==> src/rtl/interrupt_ack_sequencer.sv <==
// 8259A-style two-pulse interrupt acknowledge sequencer (8086 mode).
// Selects the winning request, tracks the in-service register and drives the vector byte.
module interrupt_ack_sequencer #(
  parameter logic [2:0] SPURIOUS_LEVEL = 3'd7
) (
  input  logic       clock,
  input  logic       reset,
  input  logic       interrupt_acknowledge_n,
  input  logic [7:0] interrupt_request_register,
  input  logic [7:0] interrupt_mask,
  input  logic [4:0] vector_base,
  input  logic       auto_eoi_config,
  input  logic [7:0] end_of_interrupt,
  output logic       interrupt_out,
  output logic       freeze,
  output logic [7:0] clear_interrupt_request,
  output logic [7:0] in_service_register,
  output logic [7:0] data_bus_out,
  output logic       data_bus_out_enable
);

  typedef enum logic [1:0] {
    IDLE,
    FIRST_ACK,
    WAIT_SECOND,
    SECOND_ACK
  } state_t;

  state_t     state_q;
  logic       inta_q;
  logic [2:0] ack_level_q;
  logic       spurious_q;
  logic       int_q;
  logic       freeze_q;
  logic [7:0] clr_q;
  logic [7:0] isr_q;
  logic [7:0] isr_d;
  logic [7:0] dbo_q;
  logic       dbo_en_q;

  logic [7:0] pending;
  logic [2:0] pendIdx;
  logic       pendAny;
  logic [3:0] isrIdx;
  logic       qualifies;
  logic       fallEdge;
  logic       riseEdge;
  logic [7:0] isrSet;
  logic [7:0] isrClr;

  assign fallEdge = inta_q & ~interrupt_acknowledge_n;
  assign riseEdge = ~inta_q & interrupt_acknowledge_n;

  // Lowest pending level must beat the lowest in-service level; an empty ISR reads as level 8.
  always_comb begin
    pending = interrupt_request_register & ~interrupt_mask;
    pendIdx = 3'd0;
    pendAny = 1'b0;
    isrIdx  = 4'd8;
    for (int i = 7; i >= 0; i--) begin
      if (pending[i]) begin
        pendIdx = 3'(i);
        pendAny = 1'b1;
      end
      if (isr_q[i]) begin
        isrIdx = 4'(i);
      end
    end
    qualifies = pendAny && ({1'b0, pendIdx} < isrIdx);
  end

  // A set from a new acknowledge overrides a simultaneous EOI clear of the same bit.
  always_comb begin
    isrSet = 8'h00;
    isrClr = end_of_interrupt;
    if (state_q == IDLE && fallEdge && qualifies) begin
      isrSet = 8'h01 << pendIdx;
    end
    if (state_q == SECOND_ACK && riseEdge && auto_eoi_config && !spurious_q) begin
      isrClr = isrClr | (8'h01 << ack_level_q);
    end
    isr_d = (isr_q & ~isrClr) | isrSet;
  end

  always_ff @(posedge clock or posedge reset) begin
    if (reset) begin
      state_q     <= IDLE;
      inta_q      <= 1'b1;
      ack_level_q <= 3'd0;
      spurious_q  <= 1'b0;
      int_q       <= 1'b0;
      freeze_q    <= 1'b0;
      clr_q       <= 8'h00;
      isr_q       <= 8'h00;
      dbo_q       <= 8'h00;
      dbo_en_q    <= 1'b0;
    end else begin
      inta_q <= interrupt_acknowledge_n;
      clr_q  <= 8'h00;
      isr_q  <= isr_d;
      unique case (state_q)
        IDLE: begin
          if (fallEdge) begin
            ack_level_q <= qualifies ? pendIdx : SPURIOUS_LEVEL;
            spurious_q  <= ~qualifies;
            clr_q       <= qualifies ? (8'h01 << pendIdx) : 8'h00;
            freeze_q    <= 1'b1;
            int_q       <= 1'b0;
            state_q     <= FIRST_ACK;
          end else begin
            int_q <= qualifies;
          end
        end
        FIRST_ACK: begin
          // Bus stays floated on the first pulse in 8086 mode.
          dbo_en_q <= 1'b0;
          if (riseEdge) begin
            state_q <= WAIT_SECOND;
          end
        end
        WAIT_SECOND: begin
          if (fallEdge) begin
            dbo_q    <= {vector_base, ack_level_q};
            dbo_en_q <= 1'b1;
            state_q  <= SECOND_ACK;
          end
        end
        SECOND_ACK: begin
          if (riseEdge) begin
            dbo_en_q <= 1'b0;
            freeze_q <= 1'b0;
            state_q  <= IDLE;
          end
        end
        default: begin
          state_q <= IDLE;
        end
      endcase
    end
  end

  assign interrupt_out           = int_q;
  assign freeze                  = freeze_q;
  assign clear_interrupt_request = clr_q;
  assign in_service_register     = isr_q;
  assign data_bus_out            = dbo_q;
  assign data_bus_out_enable     = dbo_en_q;

endmodule

==> config.mk <==
export PLATFORM = sky130hd
export DESIGN_NAME = interrupt_ack_sequencer
export DESIGN_NICKNAME = d
export VERILOG_FILES = /design/src/rtl/interrupt_ack_sequencer.sv
export SDC_FILE = /design/constraint.sdc
export NUM_CORES = 1
export LEC_CHECK = 0
export ABC_AREA = 0
export CAP_MARGIN = 20
export CORE_MARGIN = 2
export CORE_UTILIZATION = 48
export CTS_BUF_LIST = sky130_fd_sc_hd__clkbuf_4
export DETAILED_ROUTE_END_ITERATION = 10
export GPL_TIMING_DRIVEN = 0
export PLACE_DENSITY = 0.83
export SYNTH_ARGS = -nofsm -noshare
export SYNTH_HDL_FRONTEND = slang
export SYNTH_SLANG_ARGS = --single-unit
==> constraint.sdc <==
create_clock -name clock -period 2.33 [get_ports clock]
set_input_delay 0.466 -clock clock [delete_from_list [all_inputs] [get_ports clock]]
set_output_delay 0.466 -clock clock [all_outputs]
set_load 0.005 [all_outputs]
==> impl_metrics.yaml, run 1 <==
drt:
  vias: 1677
  vias_per_cell: 5.55
  drt_wl_total_mm: 4.86
  post-route-drc-count: 0
  wl_per_cell_um: 16.1
  dr.pass1.iters: 4
  final_antenna_net_count: 0
  drt_iter0_drc: 117
sta:
  hold_violations: 0
  slew_headroom_pct: 66.0
  final_max_slew_viol_count: 0
  setup-tns-final_ns: 0
  fin_crit_sh_pct: 96.7
  setup_violations: 0
  timing.final.crit_period_ns: 2.25
  whs_ns: 0.449
  max_freq_mhz: 444
  tightest_slew_ns: 0.509
  skew_ns: 0.00851
place:
  place_congestion: 0.846
  io_buffers: 59
  dp.cells: 282
  dp_hpwl_mm: 3.26
layout:
  antenna_cells: 0
  area.sequential_um2: 852
  multiInputGateArea_um2: 1080
  mostFrequentLayoutCells: "clkdlybuf4s50_1 (49), dfrtp_1 (33), nand2b_1 (12), nand2_1 (11), buf_4 (11)"
  layout.cells.non_filler: 302
  drive_above_1_share_pct: 23.2
  fillCellCount: 252
  syn_to_final_growth_pct: 51.4
  utilization_pct: 76.4
  layout.nets: 292
  layout_commonest_cell: "clkdlybuf4s50_1"
cts:
  clock-sinks: 34
  worstSkewPairLatency_ns: 0.34
  cts-root-buf: "clkbuf_4"
  cts.htree.levels: 2
  cts_tree: "yes"
  cts_buffers: 5
  clk_pin_slew_ns: 0.10
  cts_max_path_buffers: 2
  cts_hold_buf: 0
worst_setup_path:
  cpMaxStageDelayCell: "clkdlybuf4s50_1"
  r2r_cells: 10
  start_kind: "primary input"
  critPathTopFamily: "compound AO/OA/AOI/OAI gates"
  critical_path_class: "in2reg"
  arrival_ns: 2.46
  critPathCaptureType: "register"
  cp_data_required_time_ns: 2.54
  cp_num_cells: 10
  critical_path_buf_inv_count: 3
  crit_fanout: 6
  slowest_delay_ns: 0.42
  worstPathCellList: "clkdlybuf4s50_1, nor2b_1, o311ai_4, inv_2, ha_4, o21ai_2, a21oi_2, a21boi_4, buf_6, o31ai_4"
global_route:
  grt_pass1_wl_mm: 7.55
  antenna_found_initial: 0
  grt_max_degree: 24
  gr-total-overflow: 0
  grt_pass1_vias: 1627
  grt.total_usage_pct: 22.9
synthesis:
  avgSynthCellArea_um2: 10.8
  synth_seq_area_share_pct: 45.4
  syn-num-nets: 213
  synth-edff-count: 0
  synth_cell_type_count: 48
  yosysWarnings: 0
  netlist_area_um2: 1880
  synthArstFlopShare_pct: 100
  ys_seq_elements: 34
  ys.flop_type: "dfrtp_1"
  synth_cells: 174
pwr:
  worst_ir_drop_vdd_uv: 576
  power.density_nw_per_um2: 764
  leakage_uw: 0.00126
  finalPower_uw: 2170
floorplan:
  start_util_pct: 50.5
  die_area_um2: 4420
  ios: 60
  die_h_um: 66.5
  num_rows: 22
  core_area_um2: 3720
  die_x_um: 66.5
worst_hold_path:
  hp-class: "in2async"
run:
  drv_cap: 0
run_status:
  status: "completed"
-- flip-flops by register name (all words and copies together) (netlist names) --
name / cells
freeze: 1
in_service_register: 8
ack_level_q: 3
state_q: 2
interrupt_out: 1
clear_interrupt_request: 8
data_bus_out: 8
spurious_q: 1
inta_q: 1
data_bus_out_enable: 1
-- cells by family (layout without fill, tap and decap cells) --
kind of cell	count (synthesis)	count (layout)	synth area share [%]
AOI/OAI and AO/OA	43	43	19.2
and+or+nand+nor	70	70	23.3
buffers and inverters	13	93	3.20
DFF	34	34	45.4
adders and majority gates	6	6	4.00
muxes	8	8	4.80
-- layout make-up --
type,count,share of cell area (%)
Buffer,2,0.661
Clock buffer,6,1.59
Clock inverter,2,0.352
Inverter,11,1.45
Multi-Input combinational cell,127,38.0
Sequential cell,34,30.0
Tap cell,48,2.11
Timing Repair Buffer,72,25.8
-- synth_stat cells, drive strengths merged, types with 2 or more instances --
cell	number	area share, %
nand2	11	2.2
o22a	2	0.93
nor3	7	2.4
nor2b	10	3.3
o31ai	6	2.9
nor4	3	2.0
and2b	2	0.80
o22ai	3	1.0
dfrtp	33	44
nand2b	15	5.4
nand4b	4	2.2
o41ai	2	1.3
ha	6	4.0
inv	11	2.2
buf	2	1.0
nor2	10	2.0
nand3	2	0.53
o311ai	3	1.8
and4b	2	1.1
mux2	8	4.8
o21ai	10	2.7
a21oi	5	1.3
-- path summary, 6_finish.rpt --
kind	startpoint	slack, ns	to
max	interrupt_request_register[2]	0.08	in_service_register[6]
min	reset	0.45	data_bus_out[3]
max reg2reg	in_service_register[7]	0.13	in_service_register[6]
min reg2reg	interrupt_out	0.50	interrupt_out
max in group asynchronous	reset	1.33	inta_q
min in group clock	interrupt_out	0.50	interrupt_out
-- repair_timing --
item / in CTS / in global routing
pin swaps: 5 / 6
setup endpoints to repair: 21 / 19
buffers inserted: 6 / 5
cloned: 1 / 0
resized for setup: 24 / 14
-- power by group --
group	internal (uW)	switching, uW	total [uW]
logic	550	422	972
clock network	126	197	323
registers	744	131	875
-- worst reg2reg max path, stage by stage (launching register included) --
cell	delay (ns)
dfrtp_1	0.44
nor2_1	0.14
nor3_1	0.08
o31ai_1	0.38
ha_4	0.22
nor2_4	0.04
o21ai_1	0.14
o21ai_2	0.11
a21boi_4	0.28
buf_6	0.18
o31ai_4	0.07
-- through the flow --
step,setup slack (ns),area [um^2]
finish,0.0773,2840
global route,-0.0138,2840
CTS,-0.00597,2740
detailed placement,-0.792,2550
global placement,-0.764,2530
floorplan,0.00688,1880
-- layer usage --
metal | vias to the layer above | share of wire [%] | global-route usage [%]
met4 | 0 | 1.9 | 10.7
met2 | 67 | 51 | 36.0
li1 | 796 | - | -
met3 | 13 | 5.1 | 6.08
met5 | - | 0 | 0
met1 | 801 | 42 | 29.4
Note: power is estimated with default switching activity, not from simulation.
==> run 2: changes to the inputs <==
GPL_ROUTABILITY_DRIVEN = 0   (was unset)
==> results of run 2 <==
Final layout, timing and power as in run 1 (identical DEF).
